--- src/rtl/hazard_stall_ctrl.sv ---
// rtl/hazard_stall_ctrl.sv - load-use / branch-flush / memory-wait hazard controller for the 5-stage core
// Optional HAZARD_PERF_EN adds free-running stall/flush/wait event counters.
module hazard_stall_ctrl #(
  parameter int LOAD_BUBBLES = 1,
  parameter int MEM_TIMEOUT  = 255
) (
  input  logic        clk,
  input  logic        rst_n,
  input  logic [4:0]  rs1_ID,
  input  logic [4:0]  rs2_ID,
  input  logic        rs1_used_ID,
  input  logic        rs2_used_ID,
  input  logic [4:0]  wr_EX,
  input  logic        we_EX,
  input  logic        mem_read_EX,
  input  logic        branch_taken_EX,
  input  logic        dmem_busy,
  output logic        pc_stall,
  output logic        if_id_stall,
  output logic        if_id_flush,
  output logic        id_ex_stall,
  output logic        id_ex_flush,
  output logic        ex_mem_stall,
  output logic        mem_wb_flush,
  output logic        mem_timeout,
`ifdef HAZARD_PERF_EN
  output logic [31:0] perf_load_stall,
  output logic [31:0] perf_flush,
  output logic [31:0] perf_mem_wait,
`endif
  output logic [1:0]  hz_state
);

  localparam int BW = $clog2(LOAD_BUBBLES + 1);
  localparam int WW = $clog2(MEM_TIMEOUT + 1);

  localparam logic [1:0] S_RUN      = 2'd0;
  localparam logic [1:0] S_LOAD     = 2'd1;
  localparam logic [1:0] S_MEM_WAIT = 2'd2;

  generate
    if (LOAD_BUBBLES < 1) begin : g_bad_load_bubbles
      $error("hazard_stall_ctrl: LOAD_BUBBLES must be >= 1");
    end
    if (MEM_TIMEOUT < 1) begin : g_bad_mem_timeout
      $error("hazard_stall_ctrl: MEM_TIMEOUT must be >= 1");
    end
  endgenerate

  logic [1:0]    state, state_n;
  logic [1:0]    ret_state, ret_state_n;
  logic [BW-1:0] bub_cnt, bub_cnt_n;
  logic [WW-1:0] wait_cnt, wait_cnt_n;
  logic          timeout_q;

  logic          load_use;
  logic [1:0]    eff_state;
  logic          freeze;
  logic          load_stall;
  logic          br_flush;

  assign load_use = mem_read_EX & we_EX & (wr_EX != 5'd0) &
                    ((rs1_used_ID & (rs1_ID == wr_EX)) |
                     (rs2_used_ID & (rs2_ID == wr_EX)));

  // Leaving MEM_WAIT replays the rules of the state that was frozen.
  assign eff_state = (state == S_MEM_WAIT) ? ret_state : state;

  always_comb begin
    freeze      = 1'b0;
    load_stall  = 1'b0;
    br_flush    = 1'b0;
    state_n     = state;
    ret_state_n = ret_state;
    bub_cnt_n   = bub_cnt;
    wait_cnt_n  = wait_cnt;
    if (state == 2'd3) begin
      state_n = S_RUN;
    end else if (dmem_busy) begin
      freeze  = 1'b1;
      state_n = S_MEM_WAIT;
      if (state != S_MEM_WAIT) begin
        ret_state_n = state;
        wait_cnt_n  = WW'(1);
      end else if (wait_cnt != WW'(MEM_TIMEOUT)) begin
        wait_cnt_n = wait_cnt + WW'(1);
      end
    end else begin
      if (state == S_MEM_WAIT) begin
        wait_cnt_n = '0;
        state_n    = ret_state;
      end
      case (eff_state)
        S_RUN: begin
          state_n = S_RUN;
          if (branch_taken_EX) begin
            br_flush = 1'b1;
          end else if (load_use) begin
            load_stall = 1'b1;
            if (LOAD_BUBBLES > 1) begin
              bub_cnt_n = BW'(LOAD_BUBBLES - 1);
              state_n   = S_LOAD;
            end
          end
        end
        S_LOAD: begin
          // EX holds a bubble here, so a taken branch cannot be real.
          load_stall = 1'b1;
          if (bub_cnt != '0) bub_cnt_n = bub_cnt - BW'(1);
          state_n = (bub_cnt <= BW'(1)) ? S_RUN : S_LOAD;
        end
        default: state_n = S_RUN;
      endcase
    end
  end

  always_ff @(posedge clk or negedge rst_n) begin
    if (!rst_n) begin
      state     <= S_RUN;
      ret_state <= S_RUN;
      bub_cnt   <= '0;
      wait_cnt  <= '0;
      timeout_q <= 1'b0;
    end else begin
      state     <= state_n;
      ret_state <= ret_state_n;
      bub_cnt   <= bub_cnt_n;
      wait_cnt  <= wait_cnt_n;
      if (state == S_MEM_WAIT && wait_cnt == WW'(MEM_TIMEOUT)) timeout_q <= 1'b1;
    end
  end

  // Gating with rst_n keeps every enable low while reset is held, whatever the inputs do.
  assign pc_stall     = rst_n & (freeze | load_stall);
  assign if_id_stall  = rst_n & (freeze | load_stall);
  assign if_id_flush  = rst_n & br_flush;
  assign id_ex_stall  = rst_n & freeze;
  assign id_ex_flush  = rst_n & (br_flush | load_stall);
  assign ex_mem_stall = rst_n & freeze;
  assign mem_wb_flush = rst_n & freeze;
  assign mem_timeout  = timeout_q;
  assign hz_state     = state;

`ifdef HAZARD_PERF_EN
  always_ff @(posedge clk or negedge rst_n) begin
    if (!rst_n) begin
      perf_load_stall <= '0;
      perf_flush      <= '0;
      perf_mem_wait   <= '0;
    end else begin
      if (load_stall) perf_load_stall <= perf_load_stall + 32'd1;
      if (br_flush)   perf_flush      <= perf_flush + 32'd1;
      if (freeze)     perf_mem_wait   <= perf_mem_wait + 32'd1;
    end
  end
`endif

endmodule
--- config.mk ---
export PLATFORM = sky130hd
export DESIGN_NAME = hazard_stall_ctrl
export DESIGN_NICKNAME = d
export VERILOG_FILES = /design/src/rtl/hazard_stall_ctrl.sv
export SDC_FILE = /design/constraint.sdc
export NUM_CORES = 1
export LEC_CHECK = 0
export CAP_MARGIN = 30
export CORE_MARGIN = 2
export CORE_UTILIZATION = 38
export CTS_CLUSTER_SIZE = 40
export DETAILED_ROUTE_END_ITERATION = 12
export PLACE_DENSITY = 0.8
export SLEW_MARGIN = 30
export SYNTH_ARGS = -nofsm -noshare
export SYNTH_HDL_FRONTEND = slang
export SYNTH_SLANG_ARGS = --single-unit
--- constraint.sdc ---
create_clock -name clk -period 1.5 [get_ports clk]
set_input_delay 0.3 -clock clk [delete_from_list [all_inputs] [get_ports clk]]
set_output_delay 0.3 -clock clk [all_outputs]
set_load 0.01 [all_outputs]
==> results of run 1 <==
-- tightest hold or removal path: stages --
cell           delay [ns]
dlygate4sd2_1        0.24
buf_4                0.14
buf_4                0.19
-- cell type report --
type / instances / share of cell area, %
Clock buffer: 4 / 1.920
Sequential cell: 11 / 20.11
Timing Repair Buffer: 50 / 30.07
Inverter: 2 / 0.5484
Tap cell: 27 / 2.468
Multi-Input combinational cell: 75 / 44.88
-- final timing paths --
| path | cells past startpoint | startpoint | to |
|---|---|---|---|
| min in group clk | 1 | mem_timeout$_DFFE_PN0P_ | mem_timeout$_DFFE_PN0P_ |
| hold reg to reg | 1 | mem_timeout$_DFFE_PN0P_ | mem_timeout$_DFFE_PN0P_ |
| setup / recovery | 7 | rs1_ID[3] | if_id_stall |
| max in group asynchronous | 3 | rst_n | wait_cnt[0]$_DFFE_PN0P_ |
| setup reg to reg | 5 | hz_state[1]$_DFF_PN0_ | wait_cnt[0]$_DFFE_PN0P_ |
| hold / removal | 3 | rst_n | hz_state[1]$_DFF_PN0_ |
-- layer usage --
metal | GRT usage [%] | wire [um] | vias to the layer above
met2 | 31.39 | 1089 | 54
li1 | - | - | 436
met5 | 0 | 0 | -
met3 | 4.386 | 229 | 7
met1 | 21.81 | 1049 | 424
met4 | 8.108 | 38 | 0
-- where the power goes --
group	total [mW]	switching, mW	internal, mW
clock	0.208	0.105	0.103
sequential	0.322	0.0148	0.307
combinational	0.243	0.106	0.136
total	0.773	0.226	0.547
-- flip-flops by register name, indices dropped and copies added, names as in the netlist --
| signal | count |
|---|---|
| hz_state | 1 |
| mem_timeout | 1 |
| ret_state | 1 |
| wait_cnt | 8 |
-- stage by stage --
step,util (%),power [mW],worst slack [ns],instance area (um^2)
2_1_floorplan,-,0.4133,-0.09232,847.1
5_1_grt,67.70,0.8063,-0.2991,1369
3_5_place_dp,62.62,0.5475,-0.9812,1266
6_report,67.70,0.7725,-0.2403,1369
3_3_place_gp,62.62,0.5430,-0.9123,1266
4_1_cts,64.23,0.7458,-0.2340,1299
-- repair_timing --
action,4_1_cts,5_1_grt
cloned,0,1
gates resized for setup,85,24
hold buffers,0,0
endpoints found under the setup margin,8,11
pin swaps,12,9
buffers inserted,1,2
-- placed cells by master, fill, tap and decap left out, types with 2 or more instances in the layout --
| cell type | netlist | final |
|---|---|---|
| dlymetal6s2s_1 | 0 | 2 |
| o31a_1 | 2 | 2 |
| nor4_1 | 3 | 2 |
| dfrtp_1 | 11 | 11 |
| nand2_2 | 1 | 3 |
| and3_4 | 0 | 2 |
| clkbuf_2 | 0 | 3 |
| buf_4 | 4 | 16 |
| buf_8 | 0 | 2 |
| xor2_1 | 8 | 7 |
| nand3_1 | 5 | 5 |
| clkbuf_4 | 0 | 3 |
| and2_1 | 2 | 2 |
| inv_1 | 2 | 2 |
| o21ai_1 | 1 | 2 |
| o21ai_0 | 4 | 3 |
| nor2_1 | 3 | 2 |
| xnor2_1 | 3 | 2 |
| dlygate4sd2_1 | 0 | 6 |
| a21oi_1 | 5 | 5 |
| buf_2 | 0 | 10 |
| o211ai_1 | 2 | 2 |
| buf_6 | 0 | 7 |
| nand4_1 | 2 | 2 |
| clkdlybuf4s50_1 | 0 | 3 |
| nand2_1 | 10 | 8 |
-- cell families (layout without fill, tap and decap cells) --
kind of cell / count (synthesis) / in the layout / synth area share, %
AOI/OAI and AO/OA: 24 / 24 / 19.88
xor gates and xnor gates: 11 / 11 / 11.51
adders and majority gates: 1 / 1 / 1.495
buffers and inverters: 8 / 56 / 5.382
DFF: 11 / 11 / 32.88
other: 1 / 1 / 0.4480
and+or+nand+nor: 38 / 38 / 28.40
==> metrics.txt, run 1 <==
outcome=complete, but fails checks; failing checks=negative setup slack; root buffer cell=clkbuf_4; Crit Path Class=primary input to output pin; clock latency on the worst-skew pair=0.28 ns; most numerous cell in the Yosys netlist=dfrtp_1; Routed Antenna Nets=0; CP Capture Type=output pin; final max-slew violation count=0; hold crit path type=primary input to asynchronous set/reset pin; global route overflow=0; H-tree level count=1; critical path startpoint category=primary input; largest net degree at the start of global routing=16; Syn Inst Count=94; I/O pin cnt=33; min cycle time layout=1.740 ns; Peak Freq=574.6 MHz; placed insts=161; vias in the first global route=810; pwr dens=564.4 mW/mm^2; vias per std cell=5.450; CP max FO=2; CTS max path bufs=2; CP arrival=1.44 ns; die area=0.002594 mm^2; Seq cells post-synth=11; core area=0.002022 mm^2; Die H=50.94 um; register area share after synthesis=32.88%; slowest CP cell=nor4_1; Mapped Area=837.1 um^2; Port Buffer Count=31; DRT Pass-1 Iters=4; Non-Filler Instances=169; max incr delay on CP=0.28 ns; Synth top area share=32.88%; post-detail-place hpwl=1677 um; final WL=2407 um; CTS buffer count=3; Area contributors post-synth=dfrtp_1, xor2_1, nand2_1, buf_4, xnor2_1; # setup viols final=3; CTS clk-pin slew, worst paths=0.07 ns; Setup TNS=-0.6699 ns; Final Hold Vio Count=0; CP Buf/Inv Count=3; Yosys Warn Count=0; Residual DRC=0; Yosys cell types=39; Rows=16; Placer Congestion=0.8537; Synth Net Count=118; Via Count=921; worst ir drop on vdd=0.4671 mV; initial antenna violation count=0; Post-synth EDFFs=0; worst reg2reg setup slack=0.04 ns; Seq. cell area=275.3 um^2; die extent in x=50.94 um; share of layout cells above drive strength 1=43.66%; Antenna Cells=0; DRT iter0 DRCs=17; leakage=0.6328 nW; CTS tree=built; period utilization=116.0%; Initial Util=41.40%; critical path cell sequence=buf_6 > xor2_1 > nor4_1 > a32oi_1 > buf_4 > o21bai_4 > buf_6; area occupied by multi-input gates=614.3 um^2; Area Growth Syn to Fin=63.53%; Hold Slack=0.2342 ns; worst clock skew=0.004411 ns; first-pass GRT wire length=3560 um; Crit path required time=1.20 ns; GRT Util Overall=18.40%; Synth top cells by count=dfrtp_1, nand2_1, xor2_1, a21oi_1, nand3_1; RSZ-0062 raised after global routing=yes; WL/cell=14.24 um; ys flop type=dfrtp_1; maxcap violations=0; most frequent CP cell=buf_6; FILL cells=164; TritonCTS sink count=11; ys async rst share=100.0%; delay-heaviest family, CP=buffers and inverters; area leader, netlist=dfrtp_1; final worst slack=-0.2403 ns; nets@finish=167; Mapped Avg Cell Area=8.905 um^2
Note: power is estimated with default switching activity, not from simulation.
==> run 2: changes to the inputs <==
--- a/config.mk
+++ b/config.mk
@@ -11,6 +11,7 @@
 export CTS_CLUSTER_SIZE = 40
 export DETAILED_ROUTE_END_ITERATION = 12
 export PLACE_DENSITY = 0.8
+export SETUP_SLACK_MARGIN = 0.05
 export SLEW_MARGIN = 30
 export SYNTH_ARGS = -nofsm -noshare
 export SYNTH_HDL_FRONTEND = slang
==> metrics.txt, run 2 (synthesis gave the netlist of run 1 again) <==
outcome=complete, but fails checks; failing checks=negative setup slack; first-pass GRT wire length=4022 um (+13%); Most flops, register=wait_cnt; Routed Antenna Nets=0 (unchanged); Antenna Cells=0 (unchanged); Final Hold Vio Count=0 (unchanged); clock latency on the worst-skew pair=0.27 ns (about the same); largest net degree at the start of global routing=16 (unchanged); final max-slew violation count=0 (unchanged); Hold Slack=0.2253 ns (-0.008909 ns); # setup viols final=5 (+2); DRT iter0 DRCs=25 (+8); period utilization=116.4% (+0.39 points); Via Count=922 (+0.11%); Residual DRC=0 (unchanged); Die H=50.94 um (unchanged); CTS clk-pin slew, worst paths=0.07 ns (about the same); RSZ-0062 raised after global routing=yes; H-tree level count=1 (unchanged); switching part of the total=29.01% (-0.24 points); CP max FO=3 (+1); vias per std cell=5.360 (-1.6%); worst reg2reg setup slack=-0.02 ns (-0.06 ns); Initial Util=41.40% (unchanged); vias in the first global route=899 (+11%); TritonCTS sink count=11 (unchanged); sequential share of power=40.7% (-1.0 points); die extent in x=50.94 um (unchanged); CP arrival=1.45 ns (about the same); worst clock skew=0.002592 ns (-0.001819 ns); Port Buffer Count=31 (unchanged); slowest CP cell=nor4_1; hold crit path type=primary input to asynchronous set/reset pin; Worst R2R Path Depth=6 (+1); Peak Freq=572.7 MHz (-0.33%); crit path capture=if_id_stall; die area=0.002594 mm^2 (unchanged); GRT Util Overall=20.62% (+2.2 points); worst reg2reg endpoint=wait_cnt[5]$_DFFE_PN0P_; CTS max path bufs=2 (unchanged); Worst path depth=7 (unchanged); global route overflow=0 (unchanged); WL/cell=15.22 um (+6.9%); CP Buf/Inv Count=3 (unchanged); I/O pin cnt=33 (unchanged); Crit Path Class=primary input to output pin; maxcap violations=0 (unchanged); max reg flops=8 (unchanged); CP Capture Type=output pin; placed insts=159 (-1.2%); CTS tree=built; core area=0.002022 mm^2 (unchanged); Worst Setup SP=wr_EX[1]; Rows=16 (unchanged); delay-heaviest family, CP=buffers and inverters; NetSw=228.8 uW (+1.3%); share of layout cells above drive strength 1=47.59% (+3.9 points); leakage=0.6723 nW (+6.2%); Cell Int Power=560.0 uW (+2.5%); critical path startpoint category=primary input; Clock power frac=25.5% (-1.4 points); min cycle time layout=1.746 ns (+0.005786 ns); most common cell after layout, fill and taps aside=buf_4; RR Startpoint=hz_state[1]$_DFF_PN0_; Crit path required time=1.20 ns (about the same); DRT Pass-1 Iters=4 (unchanged); post-detail-place hpwl=1803 um (+7.5%); final WL=2618 um (+8.8%); nets@finish=170 (+1.8%); max incr delay on CP=0.28 ns (about the same); initial antenna violation count=0 (unchanged); critical path cell sequence=buf_8 > xor2_1 > nor4_1 > a32oi_1 > buf_4 > o21bai_4 > buf_6; root buffer cell=clkbuf_4; most frequent cells in the layout=buf_4, buf_6, dfrtp_1; Placer Congestion=0.9155 (+7.2%); pwr dens=549.2 mW/mm^2 (-2.7%); CTS buffer count=3 (unchanged); Non-Filler Instances=172 (+1.8%); Comb pwr share=33.8% (+2.4 points); final worst slack=-0.2461 ns (-0.005786 ns); Area Growth Syn to Fin=71.60%; worst ir drop on vdd=0.4735 mV (+1.4%)
[run 2: cell types whose count changed in the layout (fill, tap and decap cells not counted), sizes merged]
cell          change
buf               +4
clkbuf            -1
clkinv            +1
dlymetal6s2s      -1
[run 2: timing repair]
item,CTS,global route
hold buffers,0,0
pin swaps,14,18
resized for setup,103,24
endpoints found under the setup margin,15,14
setup buffers,2,7
[run 2: worst min-delay path by stage]
stage / slack [ns] / start / depth (start not counted) / end
after global routing: 0.23 / rst_n / 3 / ret_state[1]$_DFFE_PN0P_
final: 0.23 / rst_n / 3 / ret_state[1]$_DFFE_PN0P_
after global placement: 0.45 / mem_timeout$_DFFE_PN0P_ / 1 / mem_timeout$_DFFE_PN0P_
after detailed placement: 0.48 / mem_timeout$_DFFE_PN0P_ / 1 / mem_timeout$_DFFE_PN0P_
after CTS: 0.23 / rst_n / 3 / ret_state[1]$_DFFE_PN0P_
after floorplan: 0.004 / rst_n / 0 / hz_state[1]$_DFF_PN0_
[run 2: final cells by class]
type,instances,area (um^2)
inverter,2,7.507
tap,27,33.78
clock inverter,1,5.005
sequential,11,275.3
clock buffer,3,22.52
fill,152,585.6
timing repair buffer,53,460.4
multi-input combinational,75,631.9
[run 2: worst min-delay path, cell delays in order]
cell	delay, ns
dlygate4sd2_1	0.22
buf_4	0.13
buf_4	0.19
[run 2: power groups by stage]
stage	clock network (mW)	registers, mW	logic, mW
3_3_place_gp	0	0.321	0.222
2_1_floorplan	0	0.326	0.0897
3_5_place_dp	0	0.323	0.228
5_1_grt	0.226	0.323	0.288
4_1_cts	0.209	0.321	0.240
6_report	0.201	0.321	0.267
[run 2: routing by layer]
layer  vias to the layer above  global-route usage (%)  part of all wire, %
met3                         4                   3.509                  7.0
met2                        45                   37.66                   50
met1                       433                   24.72                   42
met4                         0                   5.405                 0.69
met5                         -                       0                    0
li1                        440                       -                    -
[run 2: metrics by stage]
step | area, um^2 | setup TNS [ns] | setup WS [ns] | util, % | total power, mW
after global routing | 1436 | -1.160 | -0.3273 | 71.04 | 0.8371
after global placement | 1257 | -5.074 | -0.9256 | 62.19 | 0.5433
after detailed placement | 1257 | -5.477 | -0.9884 | 62.19 | 0.5510
after floorplan | 854.6 | -0.06172 | -0.06172 | - | 0.4155
final | 1436 | -0.7462 | -0.2461 | 71.04 | 0.7888
after CTS | 1340 | -0.6689 | -0.2340 | 66.27 | 0.7690
==> run 3: changes to the inputs <==
--- a/config.mk
+++ b/config.mk
@@ -5,7 +5,7 @@
 export SDC_FILE = /design/constraint.sdc
 export NUM_CORES = 1
 export LEC_CHECK = 0
-export CAP_MARGIN = 30
+export CAP_MARGIN = 20
 export CORE_MARGIN = 2
 export CORE_UTILIZATION = 38
 export CTS_CLUSTER_SIZE = 40
==> constraint.sdc (replaced) <==
create_clock -name clk -period 1.6 [get_ports clk]
set_input_delay 0.32 -clock clk [delete_from_list [all_inputs] [get_ports clk]]
set_output_delay 0.32 -clock clk [all_outputs]
set_load 0.01 [all_outputs]
==> metrics.txt, run 3 (synthesis gave the netlist of run 1 again) <==
core area=0.002022 mm^2 (unchanged); cts hold-fix bufs=0 (unchanged); GRT Util Overall=20.64% (+0.024 points); final max-slew violation count=0 (unchanged); Cell Area, Placed=0.001259 mm^2 (about the same); CTS max path bufs=2 (unchanged); largest net degree at the start of global routing=14 (-2); delay-heaviest family, CP=buffers and inverters; DRT Pass-1 Iters=4 (unchanged); CTS clk-pin slew, worst paths=0.07 ns (about the same); Residual DRC=0 (unchanged); CP arrival=1.46 ns (about the same); die extent in x=50.94 um (unchanged); Routed Antenna Nets=0 (unchanged); period utilization=111.0%; CP Buf/Inv Count=3 (unchanged); RR Startpoint=wait_cnt[0]$_DFFE_PN0P_; die area=0.002594 mm^2 (unchanged); Tot Pwr=718.3 uW (-8.9%); RSZ-0062 raised after global routing=yes; Seq. cell area=275.3 um^2 (unchanged); critical path startpoint category=primary input; Most flops, register=wait_cnt; Area Growth Syn to Fin=60.54%; Worst R2R Path Depth=5 (-1); root buffer cell=clkbuf_4; max reg flops=8 (unchanged); max incr delay on CP=0.27 ns (about the same); Rows=16 (unchanged); TritonCTS sink count=11 (unchanged); DRT iter0 DRCs=27 (+8.0%); leakage=0.6138 nW (-8.7%); failing checks=negative setup slack; CTS buffer count=3 (unchanged); area occupied by multi-input gates=606.8 um^2 (-4.0%); most frequent cells in the layout=buf_4, dfrtp_1, buf_2, nand2_1; vias in the first global route=908 (+1.0%); placed insts=160 (+0.63%); share of layout cells above drive strength 1=42.25% (-5.3 points); dpl ws=-0.9400 ns (+0.04849 ns); FILL cells=165 (+8.6%); nets@finish=167 (-1.8%); final WL=2444 um (-6.6%); Antenna Cells=0 (unchanged); slowest CP cell=nor4_2; Worst Setup SP=rs1_ID[4]; first-pass GRT wire length=4133 um (+2.8%); clock latency on the worst-skew pair=0.26 ns (about the same); Peak Freq=563.1 MHz; initial antenna violation count=0 (unchanged); most common cell after layout, fill and taps aside=buf_4; Crit path required time=1.28 ns (+0.08 ns); CP Capture Type=output pin; maxcap violations=0 (unchanged); final worst slack=-0.1759 ns (+0.07017 ns); outcome=complete, but fails checks; worst clock skew=0.003450 ns (+0.0008584 ns); H-tree level count=1 (unchanged); Non-Filler Instances=169 (-1.7%); CP max FO=2 (-1); worst ir drop on vdd=0.4404 mV (-7.0%); global route overflow=0 (unchanged); Placer Congestion=0.8562 (-6.5%); Die H=50.94 um (unchanged); hold crit path type=primary input to asynchronous set/reset pin; critical path cell sequence=buf_6 > xor2_2 > nor4_2 > a32oi_1 > buf_4 > o21bai_1 > buf_2; Via Count=940 (+2.0%); WL/cell=14.46 um (-5.0%); CTS tree=built; Initial Util=41.40% (unchanged); pwr dens=534.6 mW/mm^2 (-2.7%); min cycle time layout=1.776 ns; Worst path depth=7 (unchanged); Crit Path Class=primary input to output pin; worst reg2reg endpoint=wait_cnt[5]$_DFFE_PN0P_; worst reg2reg setup slack=0.10 ns (+0.12 ns); post-route cell area=0.001344 mm^2 (-6.4%); Final Hold Vio Count=0 (unchanged); vias per std cell=5.562 (+3.8%); # setup viols final=3 (-2); post-detail-place hpwl=1770 um (-1.9%); Port Buffer Count=31 (unchanged); I/O pin cnt=33 (unchanged); crit path capture=id_ex_flush
==> run 3: changes by cell type in the layout (fill, tap and decap cells not counted), sizes merged <==
| cell | delta |
|---|---|
| clkinv | -1 |
| dlymetal6s2s | -1 |
| clkdlybuf4s50 | +1 |
| clkbuf | +1 |
| buf | -4 |
| dlygate4sd2 | +1 |
==> run 3: worst min-delay path by stage <==
stage                                          to               startpoint
after floorplan             hz_state[1]$_DFF_PN0_                    rst_n
after global placement    mem_timeout$_DFFE_PN0P_  mem_timeout$_DFFE_PN0P_
after detailed placement  mem_timeout$_DFFE_PN0P_  mem_timeout$_DFFE_PN0P_
after CTS                 mem_timeout$_DFFE_PN0P_                    rst_n
after global routing      mem_timeout$_DFFE_PN0P_                    rst_n
final                     mem_timeout$_DFFE_PN0P_                    rst_n
==> run 3: through the flow <==
stage               util (%)  hold slack (ns)  TNS (ns)
global placement       62.25           0.4465    -4.570
finish                 66.46           0.2754   -0.5140
CTS                    64.85           0.2817   -0.5232
floorplan                  -          0.02441  -0.03232
global route           66.46           0.3102   -0.6363
detailed placement     62.25           0.4611    -4.977
==> run 3: cell type report <==
class | count | area share (%)
Multi-Input combinational cell | 75 | 45.16
Sequential cell | 11 | 20.48
Clock buffer | 4 | 1.955
Tap cell | 27 | 2.514
Inverter | 2 | 0.5587
Timing Repair Buffer | 50 | 29.33
==> run 3: tightest hold or removal path, delay by kind of cell <==
kind	cells	cell delay, ns
buffers and inverters	3	0.57
==> run 3: layer usage <==
layer	track usage [%]	routed length, um	vias up
li1	-	-	433
met1	27.16	1064	447
met2	35.93	1176	60
met3	2.924	203	0
met4	4.054	0	0
met5	0	0	-
==> run 3: repair_timing <==
action,CTS,global route
endpoints found under the setup margin,8,11
gates resized for setup,95,14
hold endpoints to repair,0,0
pin swaps,17,8
setup buffers,3,2
==> run 3: report_power, final <==
part           switching [mW]  total (mW)  internal, mW
sequential             0.0139       0.302         0.288
combinational          0.0995       0.225         0.125
clock                  0.0953       0.192        0.0963
